--- config.mk ---
export PLATFORM = sky130hd
export DESIGN_NAME = clock_sequencer
export DESIGN_NICKNAME = d
export VERILOG_FILES = /design/src/rtl/clock_sequencer.sv
export SDC_FILE = /design/constraint.sdc
export NUM_CORES = 1
export LEC_CHECK = 0
export BUFFER_PORTS_ARGS = -buffer_cell sky130_fd_sc_hd__clkbuf_2
export CAP_MARGIN = 20
export CORE_UTILIZATION = 64
export DETAILED_ROUTE_END_ITERATION = 6
export PLACE_DENSITY = 0.95
export SYNTH_ARGS = -nofsm -noshare
export SYNTH_HDL_FRONTEND = slang
export SYNTH_SLANG_ARGS = --single-unit
--- constraint.sdc ---
create_clock -name clk -period 5.9 [get_ports clk]
set_input_delay 1.18 -clock clk [delete_from_list [all_inputs] [get_ports clk]]
set_output_delay 1.18 -clock clk [all_outputs]
set_load 0.01 [all_outputs]
--- src/rtl/clock_sequencer.sv ---
// Power-up clock/reset sequencer: waits for a stable PLL lock, releases channel
// resets one at a time, then runs a phase accumulator per channel to make clock enables.
module clock_sequencer #(
    parameter int NUM_CH          = 2,
    parameter int ACC_W           = 24,
    parameter int LOCK_STABLE_CYC = 1024,
    parameter int RST_STAGGER     = 16
) (
    input  logic                      clk,
    input  logic                      rst_n,
    input  logic                      pll_lock,
    input  logic [NUM_CH*ACC_W-1:0]   inc,
    input  logic [NUM_CH-1:0]         ch_en,
    input  logic                      lost_clr,
    output logic [NUM_CH-1:0]         ch_rst_n,
    output logic [NUM_CH-1:0]         ce,
    output logic                      ready,
    output logic                      lock_lost,
    output logic [1:0]                dbg_state
);

    localparam int IDX_W = (NUM_CH > 1) ? $clog2(NUM_CH) : 1;
    localparam logic [15:0]      CNT_LAST  = 16'(LOCK_STABLE_CYC - 1);
    localparam logic [7:0]       STAG_LAST = 8'(RST_STAGGER - 1);
    localparam logic [IDX_W-1:0] IDX_LAST  = IDX_W'(NUM_CH - 1);

    typedef enum logic [1:0] {
        WAIT_LOCK = 2'd0,
        STABLE    = 2'd1,
        RELEASE   = 2'd2,
        RUN       = 2'd3
    } state_t;

    state_t             state, state_nx;
    logic [15:0]        cnt, cnt_nx;
    logic [7:0]         stag, stag_nx;
    logic [IDX_W-1:0]   idx, idx_nx;
    logic [NUM_CH-1:0]  rst_nx;
    logic               lock_m, lock_s;
    logic               lost_set;

    // pll_lock is asynchronous to clk; only lock_s is used downstream
    always_ff @(posedge clk or negedge rst_n) begin
        if (!rst_n) begin
            lock_m <= 1'b0;
            lock_s <= 1'b0;
        end else begin
            lock_m <= pll_lock;
            lock_s <= lock_m;
        end
    end

    assign lost_set = (state != WAIT_LOCK) && !lock_s;

    always_ff @(posedge clk or negedge rst_n) begin
        if (!rst_n) begin
            state     <= WAIT_LOCK;
            cnt       <= '0;
            stag      <= '0;
            idx       <= '0;
            ch_rst_n  <= '0;
            lock_lost <= 1'b0;
        end else begin
            state     <= state_nx;
            cnt       <= cnt_nx;
            stag      <= stag_nx;
            idx       <= idx_nx;
            ch_rst_n  <= rst_nx;
            // a new loss wins over a coincident clear
            lock_lost <= lost_set | (lock_lost & ~lost_clr);
        end
    end

    always_comb begin
        state_nx = state;
        cnt_nx   = cnt;
        stag_nx  = stag;
        idx_nx   = idx;
        case (state)
            WAIT_LOCK: begin
                cnt_nx  = '0;
                stag_nx = '0;
                idx_nx  = '0;
                if (lock_s) state_nx = STABLE;
            end
            STABLE: begin
                if (!lock_s) begin
                    state_nx = WAIT_LOCK;
                    cnt_nx   = '0;
                end else if (cnt == CNT_LAST) begin
                    state_nx = RELEASE;
                    cnt_nx   = '0;
                    stag_nx  = '0;
                    idx_nx   = '0;
                end else begin
                    cnt_nx = cnt + 16'd1;
                end
            end
            RELEASE: begin
                if (!lock_s) begin
                    state_nx = WAIT_LOCK;
                    stag_nx  = '0;
                    idx_nx   = '0;
                end else if (idx == IDX_LAST) begin
                    state_nx = RUN;
                end else if (stag == STAG_LAST) begin
                    idx_nx  = idx + 1'b1;
                    stag_nx = '0;
                end else begin
                    stag_nx = stag + 8'd1;
                end
            end
            RUN: begin
                if (!lock_s) begin
                    state_nx = WAIT_LOCK;
                    stag_nx  = '0;
                    idx_nx   = '0;
                end
            end
            default: state_nx = WAIT_LOCK;
        endcase
    end

    // Channel resets are registered from the next state so they move on the same edge as state
    always_comb begin
        rst_nx = '0;
        for (int i = 0; i < NUM_CH; i++) begin
            if (state_nx == RELEASE)
                rst_nx[i] = (i <= int'(idx_nx));
            else if (state_nx == RUN)
                rst_nx[i] = 1'b1;
        end
        ready     = (state == RUN);
        dbg_state = state;
    end

    for (genvar g = 0; g < NUM_CH; g++) begin : g_ch
        logic [ACC_W-1:0] acc;
        logic [ACC_W:0]   sum;
        logic             ce_r;

        assign sum = {1'b0, acc} + {1'b0, inc[g*ACC_W +: ACC_W]};

        // Accumulator stays at zero on the release edge and whenever the channel is (re)entering reset
        always_ff @(posedge clk or negedge rst_n) begin
            if (!rst_n) begin
                acc  <= '0;
                ce_r <= 1'b0;
            end else if (!rst_nx[g] || !ch_rst_n[g]) begin
                acc  <= '0;
                ce_r <= 1'b0;
            end else if (ch_en[g]) begin
                acc  <= sum[ACC_W-1:0];
                ce_r <= sum[ACC_W];
            end else begin
                ce_r <= 1'b0;
            end
        end

        assign ce[g] = ce_r;
    end

endmodule
==> out/qor.txt, run 1 <==
Status: finished with violations
Failing checks: design-rule violations
Vias in the first global route: 4927
Largest net degree at the start of global routing: 83
WL/cell: 16.4 um
Slowest-stage cell, CP: a311oi_1
VDD IR max: 0.147 mV
Post-synth ARST share: 100%
Post-route ant nets: 0
Final slew viol count: 0
CTS clk-pin slew, worst paths: 80 ps
WS Path Type: in -> reg
Clock Path Buffers: 2
Mapped Avg Cell Area: 8.92 sq um
ANT cells: 0
Nets: 792
Slew headroom: 33.9%
Critical-path maximum fanout: 4
Flip-flop and latch count after synthesis: 82
Routed via count: 5095
Residual DRC: 13
Ratio of routed vias to standard cells: 6.38
Total CTS buffers: 9
CTS H-tree lvls: 3
Initial antenna violation count: 0
Io pins: 62
R2r worst-path depth: 9
Layout cell share with drive strength beyond 1: 12.7%
Final hold violations: 0
Crit start category: input port
Core box area: 8680 sq um
Area leader, netlist: dfrtp_1
Unrepaired setup endpoints after global routing: no
IO buf count: 61
Die area: 9290 sq um
CTS root buffer: clkbuf_8
Number of synthesized flops with an enable pin: 0
Post-CTS Setup Bufs: 0
Critical Path RT: 6150 ps
Final Cycle Share: 61.2%
Fin Clk Skew: 14.3 ps
CTS Hold Bufs: 0
Path category of the worst min-delay check: reg -> reg
Most frequent cell after synthesis: dfrtp_1
Hold path depth: 0
Area grow syn2layout: 9.75%
Die X: 96.4 um
DR pass1 iterations: 7
Routability congestion estimate: 0.946
1st-iter DRT viols: 261
Power per cell area: 175 nW/um^2
Slew of the pin with the lowest slew margin: 986 ps
Synth top cells by count: 82 x dfrtp_1, 71 x nand2_1, 59 x o21ai_0, 50 x ha_1
Synth cell types: 62
Top cell type's share of synthesized area: 36.0%
Final count of negative-setup-slack endpoints: 0
Synthesized instance count: 639
Die Y: 96.4 um
Worst-path cell chain: clkbuf_2 > ha_1 > fa_1 > a211o_1 > a21oi_1 > nor3_1 > a311oi_1 > o21ai_0 > xor2_1 > a22o_1
Syn. warnings: 0
Crit end category: register
Lkg Pwr: 3.15 nW
Mapped cell area: 5700 sq um
FMAX: 277 MHz
Worst-Skew Late Latency: 360 ps
# rows: 34
TritonCTS clock tree: yes
Post-CTS Resized: 0
WL final: 13100 um
Sum Neg Setup Slack: 0 ps
Top FF cell, synth: dfrtp_1
Synth area leaders: dfrtp_1 36%, ha_1 11%, o21ai_0 5.2%
Worst path max stage delay: 670 ps
Sequential cell area fraction in the yosys report: 36.0%
Min cycle time layout: 3610 ps
First-pass GRT wire length: 21500 um
Arrival time at the worst endpoint: 3860 ps
CTS sink cnt: 82
Post-DP HPWL: 9320 um
GRT overflow: 0
Initial Util: 65.7%
Syn Nets: 745
Cells after DPL: 782
Fin cells: 799
Max-cap violations: 0
GRT Total Usage: 29.9%
-- final timing paths --
check	start	to	slack, ps
max	inc[24]	g_ch[1].acc[22]	2290
min	lock_m	lock_s	350
max reg2reg	g_ch[1].acc[0]	g_ch[1].acc[22]	2820
min reg2reg	lock_m	lock_s	350
max in group asynchronous	rst_n	g_ch[1].acc[3]	4540
min in group asynchronous	rst_n	g_ch[0].acc[6]	740
-- report_power, final --
part	internal, W	leakage, nW	switching (W)	total (W)
Clock	0.000219	0.101	0.000205	0.000424
Combinational	0.0000416	1.91	0.0000628	0.000104
Sequential	0.000564	1.14	0.00000327	0.000567
Total	0.000824	3.15	0.000271	0.00110
-- metal layers --
metal / track usage, % / vias to the layer above / part of all wire [%]
met5: 0 / - / 0
met4: 14.1 / 0 / 2.4
met3: 5.48 / 34 / 5.5
met2: 52.1 / 196 / 50
met1: 35.6 / 2417 / 42
li1: - / 2448 / -
-- kinds of logic (layout without fill, tap and decap cells) --
kind of cell | after synthesis | count (layout) | synth area share, %
and+or+nand+nor | 209 | 209 | 17.7
DFF | 82 | 82 | 36.0
xor gates and xnor gates | 46 | 46 | 7.07
buffers and inverters | 38 | 90 | 2.90
muxes | 2 | 2 | 0.373
adders and majority gates | 52 | 52 | 11.7
AOI/OAI and AO/OA | 210 | 210 | 24.3
-- worst max-delay path: cells and delay by family --
| kind | cells | cell delay, ps |
|---|---|---|
| compound gates | 5 | 1650 |
| simple gates | 1 | 110 |
| buf+inv | 1 | 80 |
| fa+ha+maj | 2 | 640 |
| xor+xnor | 1 | 190 |
-- cells in the final DEF, fill, tap and decap left out, types with 24 or more instances in the layout --
cell type  synthesis  routed
nand3_1           27      27
nand2_1           71      71
a21o_1            24      24
xor2_1            30      30
nor2_1            44      44
dfrtp_1           82      82
a22o_1            24      24
clkbuf_2           0      60
ha_1              50      50
a21oi_1           44      44
o21ai_0           59      59
-- flip-flops by register name (all words and copies together), names as in the netlist, 2 cells and up --
name,count
stag,8
g_ch.ce_r,2
dbg_state,2
cnt,16
ch_rst_n,2
g_ch.acc,48
-- stage by stage --
| stage | power, W | util, % | setup slack (ps) | hold WS [ps] | instance area [sq um] |
|---|---|---|---|---|---|
| floorplan | 0.000635 | - | 2500 | 331 | 5700 |
| global placement | 0.000674 | 69.5 | 2140 | 338 | 6030 |
| detailed placement | 0.000679 | 69.5 | 2060 | 339 | 6030 |
| CTS | 0.00110 | 71.8 | 2370 | 356 | 6230 |
| global route | 0.00114 | 72.1 | 2200 | 369 | 6260 |
| finish | 0.00110 | 72.1 | 2290 | 354 | 6260 |
-- cell type report --
class,instances,area [sq um]
Clock buffer,14,163
Sequential cell,82,2050
Timing Repair Buffer,64,350
Fill cell,626,2420
Multi-Input combinational cell,519,3480
Tap cell,108,135
Clock inverter,2,35.0
Inverter,10,37.5
Note: power is estimated with default switching activity, not from simulation.
==> run 2, diff against run 1 <==
Settings changed: ABC_AREA from default to 1, CORE_UTILIZATION 64 to 61, PLACE_DENSITY 0.95 to 0.93.
Clock period 5.9 ns to 3.5 ns, I/O delays scaled along.
==> run 2 against run 1 <==
Net effect:
- the flow now finishes without violations
- flip-flop and latch count stayed put
- register-to-register slack worse by 1500 ps
- clock power increased by 73%
- final cell count up 49%
- via count rose by 30%
- core utilization shrank 3.2 points
- power rose by 79%
- sequential power increased by 72%
- non-clock buffer count stayed put
- design area is 15% higher
- critical endpoint is now g_ch[1].acc[16]
- largest power group unchanged
==> out/qor.txt, run 2 <==
Initial Util: 63.4% (was 65.7%)
Mapped cell area: 6610 sq um (was 5700 sq um)
CTS Hold Bufs: 0 (unchanged)
Final slew viol count: 0 (unchanged)
Crit start category: register (was input port)
Post-route ant nets: 0 (unchanged)
Synth cell types: 37 (was 62)
Largest net degree at the start of global routing: 48 (was 83)
Number of synthesized flops with an enable pin: 0 (unchanged)
Die Y: 106 um (was 96.4 um)
Ratio of routed vias to standard cells: 5.56 (was 6.38)
IO buf count: 61 (unchanged)
Arrival time at the worst endpoint: 2550 ps (was 3860 ps)
Commonest non-fill, non-tap cell in the layout: nand2_1 (was dfrtp_1)
WS Path Type: reg -> reg (was in -> reg)
Area grow syn2layout: 8.69% (was 9.75%)
Path category of the worst min-delay check: in -> async (was reg -> reg)
Regs by FF count: g_ch.acc (48), cnt (16), stag (8) (unchanged)
Total CTS buffers: 9 (unchanged)
FMAX: 448 MHz
Slew of the pin with the lowest slew margin: 697 ps (was 986 ps)
Finished Core Util: 68.9% (was 72.1%)
Worst-Skew Late Latency: 380 ps (was 360 ps)
Area leader, netlist: dfrtp_1 (unchanged)
Final count of negative-setup-slack endpoints: 0 (unchanged)
Nets: 1152 (was 792)
Io pins: 62 (unchanged)
Flip-flop and latch count after synthesis: 82 (unchanged)
Synth top cells by count: 352 x nand2_1, 125 x inv_1, 86 x nor2_1, 82 x dfrtp_1, 61 x a21oi_1 (was 82 x dfrtp_1, 71 x nand2_1, 59 x o21ai_0, 50 x ha_1)
Max reg flops: 48 (unchanged)
CTS H-tree lvls: 3 (unchanged)
WL/cell: 14.0 um (was 16.4 um)
Top FF cell, synth: dfrtp_1 (unchanged)
Xor-xnor portion of the synthesized cell area: 2.78% (was 7.07%)
Sequential cell area fraction in the yosys report: 31.1% (was 36.0%)
Critical Path RT: 3820 ps (was 6150 ps)
Cell repeated most along the worst path: nand2_1
Layout cell share with drive strength beyond 1: 9.61% (was 12.7%)
First-pass GRT wire length: 28300 um (was 21500 um)
Min cycle time layout: 2230 ps
Simple-Gate Fraction of Synth Area: 36.2% (was 17.7%)
# rows: 37 (was 34)
Post-synth ARST share: 100% (unchanged)
Core box area: 10400 sq um (was 8680 sq um)
Routed via count: 6602 (was 5095)
Most frequent cell after synthesis: nand2_1 (was dfrtp_1)
Largest Register: g_ch.acc (unchanged)
Residual DRC: 0 (was 13)
Cells after DPL: 1171 (was 782)
Final hold violations: 0 (unchanged)
Routability congestion estimate: 0.958 (was 0.946)
Worst-path cell chain: ha_1 > nand3_1 > nor2_4 > nand2_4 > nand2_1 > nand3_1 > nand2_1 > nand2_1 > nand3_2 > nor2_4 > nand2_1 > nand2_1 (was clkbuf_2 > ha_1 > fa_1 > a211o_1 > a21oi_1 > nor3_1 > a311oi_1 > o21ai_0 > xor2_1 > a22o_1)
Unrepaired setup endpoints after global routing: no (unchanged)
Slew headroom: 53.4% (was 33.9%)
Sum Neg Setup Slack: 0 ps (unchanged)
CTS root buffer: clkbuf_8 (unchanged)
Vias in the first global route: 6284 (was 4927)
Post-CTS Resized: 0 (unchanged)
WL final: 16600 um (was 13100 um)
Max-cap violations: 0 (unchanged)
CTS clk-pin slew, worst paths: 90 ps (was 80 ps)
Clock Path Buffers: 2 (unchanged)
Synthesized instance count: 988 (was 639)
ANT cells: 0 (unchanged)
Fin cells: 1187 (was 799)
TritonCTS clock tree: yes (unchanged)
Leading cell types in the layout, fill and taps excluded: 352 x nand2_1, 125 x inv_1, 86 x nor2_1, 82 x dfrtp_1, 61 x a21oi_1 (was 82 x dfrtp_1, 71 x nand2_1, 60 x clkbuf_2, 59 x o21ai_0, 50 x ha_1)
Initial antenna violation count: 0 (unchanged)
GRT overflow: 0 (unchanged)
Worst path max stage delay: 500 ps (was 670 ps)
Mapped Avg Cell Area: 6.69 sq um (was 8.92 sq um)
Power per cell area: 273 nW/um^2 (was 175 nW/um^2)
Post-synthesis compound-gate area fraction: 10.5% (was 24.3%)
Fill cells: 902 (was 626)
1st-iter DRT viols: 443 (was 261)
Syn Nets: 1094 (was 745)
Slowest-stage cell, CP: nor2_4 (was a311oi_1)
Post-DP HPWL: 12500 um (was 9320 um)
Die area: 11200 sq um (was 9290 sq um)
CTS sink cnt: 82 (unchanged)
Largest family of logic cells by synthesized area: simple AND/OR/NAND/NOR gates (was compound AO/OA/AOI/OAI gates)
Fin Clk Skew: 9.79 ps (was 14.3 ps)
Adder-cell area share of the yosys netlist: 10.1% (was 11.7%)
Mux cell area share after synthesis: 0% (was 0.373%)
Post-CTS Setup Bufs: 0 (unchanged)
Lkg Pwr: 4.02 nW (was 3.15 nW)
Synth area leaders: dfrtp_1 31%, nand2_1 20%, ha_1 9.5% (was dfrtp_1 36%, ha_1 11%, o21ai_0 5.2%)
GRT Total Usage: 31.5% (was 29.9%)
Critical-path maximum fanout: 21 (was 4)
VDD IR max: 0.193 mV (was 0.147 mV)
Final Cycle Share: 63.7%
Top cell type's share of synthesized area: 31.1% (was 36.0%)
Crit end category: register (unchanged)
DR pass1 iterations: 5 (was 7)
Syn. warnings: 0 (unchanged)
Status: complete, no violations (was finished with violations)
Die X: 106 um (was 96.4 um)
[run 2: changes by cell type in the layout (fill, tap and decap cells not counted), moves of 17 or more]
| cell | before | now |
|---|---|---|
| a21o_1 | 24 | 0 |
| a21oi_1 | 44 | 61 |
| a22o_1 | 24 | 0 |
| inv_1 | 10 | 125 |
| nand2_1 | 71 | 352 |
| nand4_1 | 16 | 37 |
| nor2_1 | 44 | 86 |
| o21ai_0 | 59 | 39 |
| xor2_1 | 30 | 13 |
[run 2: worst max-delay path, delay by kind of cell (launching register included)]
kind	cells	cell delay [ps]
fa+ha+maj	1	240
flops	1	420
simple gates	11	1500
[run 2: stage by stage]
stage | hold slack (ps) | instance area [sq um] | power [W] | setup WS (ps)
2_1_floorplan | 331 | 6610 | 0.00114 | 1270
4_1_cts | 356 | 7180 | 0.00197 | 1290
6_report | 330 | 7180 | 0.00196 | 1270
3_3_place_gp | 333 | 6970 | 0.00123 | 1040
5_1_grt | 362 | 7180 | 0.00204 | 1030
3_5_place_dp | 339 | 6970 | 0.00124 | 965
[run 2: cell type report]
type / count / area (sq um) / share of cell area (%)
multi-input cells: 759 / 3930 / 54.8
flip-flops and latches: 82 / 2050 / 28.6
inverters: 130 / 488 / 6.80
repair buffers: 64 / 330 / 4.60
well taps: 136 / 170 / 2.37
clock buffers: 12 / 155 / 2.16
clock inverters: 4 / 50.0 / 0.697
[run 2: logic make-up after synthesis]
kind of cell | count (synthesis)
fa+ha+maj | 52
buf+inv | 147
xor+xnor | 21
simple gates | 558
compound gates | 128
flops | 82
[run 2: worst paths after layout]
path	depth (start not counted)	startpoint	slack, ps	endpoint
worst min-delay path	1	rst_n	330	stag[1]
min in group clk	0	lock_m	360	lock_s
max in group asynchronous	2	rst_n	2470	g_ch[0].acc[7]
worst min register to register	0	lock_m	360	lock_s
worst max-delay path	12	cnt[0]	1270	g_ch[1].acc[16]
worst max register to register	12	cnt[0]	1270	g_ch[1].acc[16]
[run 2: layer usage]
layer	routed length (um)	GRT usage, %	part of all wire, %	up-vias
li1	-	-	-	3299
met1	7210	40.6	44	3008
met2	7770	51.7	47	242
met3	1060	5.52	6.4	53
met4	521	14.2	3.1	0
met5	0	0	0	-
[run 2: power by group]
part	total (W)	switching [W]	internal (W)
sequential	0.000978	0.0000164	0.000961
clock	0.000734	0.000366	0.000368
combinational	0.000246	0.000161	0.0000853
total	0.00196	0.000543	0.00141
==> run 3, diff against run 2 <==
Settings changed: CORE_UTILIZATION 61 to 55, PLACE_DENSITY 0.93 to 0.89.
Clock period 3.5 ns to 2 ns, I/O delays scaled along.
==> run 3 against run 2 <==
Net effect:
- the flow now finishes with violations (design-rule violations)
- power up 98%
- worst setup slack worse by 1100 ps
- sequential share of layout area down 2.7 points
- final cell count up 4.5%
- flip-flop and latch count unchanged
- design area up 11%
- sequential power up 75%
- critical endpoint is now g_ch[1].acc[17]
- largest cell class unchanged
- largest power group unchanged
- highest routed layer unchanged
==> out/qor.txt, run 3 (synthesis gave the netlist of run 2 again) <==
WL final: 17800 um (was 16600 um)
Final count of negative-setup-slack endpoints: 0 (unchanged)
Storage element area: 2050 sq um (about the same)
Post-DP HPWL: 12800 um (was 12500 um)
Regs by FF count: g_ch.acc (48), cnt (16), stag (8) (unchanged)
Clock share of power: 42.4% (was 37.5%)
Clock Path Buffers: 2 (unchanged)
CTS root buffer: clkbuf_16 (was clkbuf_8)
First-pass GRT wire length: 28900 um (was 28300 um)
Finished Core Util: 68.7% (was 68.9%)
Routability congestion estimate: 0.983 (was 0.958)
# rows: 39 (was 37)
Place WS: -71.4 ps (was 965 ps)
Pint: 0.00279 W (was 0.00141 W)
Largest net degree at the start of global routing: 44 (was 48)
Crit end category: register (unchanged)
Final hold violations: 0 (unchanged)
Largest Register: g_ch.acc (unchanged)
Commonest non-fill, non-tap cell in the layout: nand2_1 (unchanged)
Critical Path RT: 2240 ps (was 3820 ps)
Die Y: 112 um (was 106 um)
Comb pwr share: 13.7% (was 12.6%)
CTS clk-pin slew, worst paths: 70 ps (was 90 ps)
Max reg flops: 48 (unchanged)
1st-iter DRT viols: 566 (was 443)
CTS H-tree lvls: 3 (unchanged)
Design Power: 0.00388 W (was 0.00196 W)
Fin Clk Skew: 9.82 ps (was 9.79 ps)
Dpl cell area: 7330 sq um (was 6970 sq um)
ANT cells: 0 (unchanged)
CTS sink cnt: 82 (unchanged)
FMAX: 533 MHz (was 448 MHz)
Lkg Pwr: 4.30 nW (was 4.02 nW)
IO buf count: 61 (unchanged)
Leading cell types in the layout, fill and taps excluded: 345 x nand2_1, 125 x inv_1, 81 x dfrtp_1, 78 x nor2_1, 60 x clkbuf_2 (was 352 x nand2_1, 125 x inv_1, 86 x nor2_1, 82 x dfrtp_1, 61 x a21oi_1)
Power per cell area: 489 nW/um^2 (was 273 nW/um^2)
Final Cycle Share: 93.8% (was 63.7%)
Area grow syn2layout: 20.2% (was 8.69%)
Final slew viol count: 0 (unchanged)
GRT Total Usage: 28.9% (was 31.5%)
Final worst slack: 123 ps (was 1270 ps)
Hold WS: 41.0 ps (was 330 ps)
VDD IR max: 0.316 mV (was 0.193 mV)
Reg power frac: 44.0% (was 49.9%)
Switching share of power: 28.3% (was 27.8%)
Critical-path maximum fanout: 4 (was 21)
Initial antenna violation count: 0 (unchanged)
Worst-Skew Late Latency: 350 ps (was 380 ps)
CTS Hold Bufs: 0 (unchanged)
Finished Cell Area: 7940 sq um (was 7180 sq um)
Total CTS buffers: 9 (unchanged)
Status: finished with violations (was complete, no violations)
Arrival time at the worst endpoint: 2120 ps (was 2550 ps)
Slew headroom: 62.1% (was 53.4%)
Die area: 12500 sq um (was 11200 sq um)
Core box area: 11600 sq um (was 10400 sq um)
Residual DRC: 7 (was 0)
Nets: 1198 (was 1152)
Failing checks: design-rule violations
Vias in the first global route: 6459 (was 6284)
Multi-input logic area: 4200 sq um (was 3930 sq um)
WL/cell: 14.3 um (was 14.0 um)
Unrepaired setup endpoints after global routing: yes (was no)
Slew of the pin with the lowest slew margin: 568 ps (was 697 ps)
DR pass1 iterations: 7 (was 5)
Crit start category: register (unchanged)
WS Path Type: reg -> reg (unchanged)
Layout cell share with drive strength beyond 1: 17.4% (was 9.61%)
Max-cap violations: 0 (unchanged)
Post-route ant nets: 0 (unchanged)
Fill cells: 920 (was 902)
Psw: 0.00110 W (was 0.000543 W)
Die X: 112 um (was 106 um)
Routed via count: 6844 (was 6602)
Initial Util: 57.1% (was 63.4%)
Path category of the worst min-delay check: in -> async (unchanged)
Min cycle time layout: 1880 ps (was 2230 ps)
Ratio of routed vias to standard cells: 5.52 (was 5.56)
GRT overflow: 0 (unchanged)
Io pins: 62 (unchanged)
TritonCTS clock tree: yes (unchanged)
## run 3: through the flow
step | TNS (ps) | instances
floorplan | 0 | 988
detailed placement | -969 | 1217
global placement | -48.4 | 1217
global route | -167 | 1240
CTS | 0 | 1234
finish | 0 | 1240
## run 3: final cells by class
class	count	area share [%]
Clock inverter	6	0.614
Multi-Input combinational cell	760	52.9
Clock buffer	10	3.01
Tap cell	143	2.25
Timing Repair Buffer	109	9.20
Sequential cell	82	25.9
Inverter	130	6.16
## run 3: power by group through the flow
stage	Sequential [W]	Clock [W]	Combinational [W]
final	0.00171	0.00165	0.000531
after global routing	0.00171	0.00174	0.000594
after CTS	0.00171	0.00166	0.000488
after detailed placement	0.00174	0	0.000482
after global placement	0.00174	0	0.000468
after floorplan	0.00174	0	0.000259
## run 3: worst paths after layout
check                          startpoint         endpoint  slack (ps)  depth (start not counted)
hold reg to reg                    lock_m           lock_s         360                          0
hold / removal                      rst_n           cnt[4]          40                          1
max in group asynchronous           rst_n   g_ch[1].acc[1]        1370                          2
setup reg to reg           g_ch[1].acc[4]  g_ch[1].acc[17]         120                         14
min in group clk                 pll_lock           lock_m         160                          1
setup / recovery           g_ch[1].acc[4]  g_ch[1].acc[17]         120                         14
## run 3: critical path, stage by stage, from the launching register on
cell and delay, ps:
dfrtp_1 380, ha_1 350, nand2_1 70, nand2_1 100, inv_1 50, nand2_1 180, nand3_1 130, nand2_1 110
nand2_1 90, nand2_1 70, nand2_1 50, nand2_1 50, inv_1 40, nand2_1 50, nand2_1 40
## run 3: repair_timing
| item | CTS | global route |
|---|---|---|
| pin swaps | 0 | 8 |
| cloned | 1 | 0 |
| setup buffers | 0 | 6 |
| gates resized for setup | 1 | 54 |
| endpoints found under the setup margin | 21 | 47 |
## run 3: metal layers
| metal | global-route usage [%] | vias up | wire, um |
|---|---|---|---|
| met5 | 0 | - | 0 |
| met4 | 14.9 | 0 | 543 |
| met3 | 3.48 | 54 | 1000 |
| met2 | 50.2 | 258 | 8700 |
| met1 | 35.2 | 3132 | 7540 |
| li1 | - | 3400 | - |
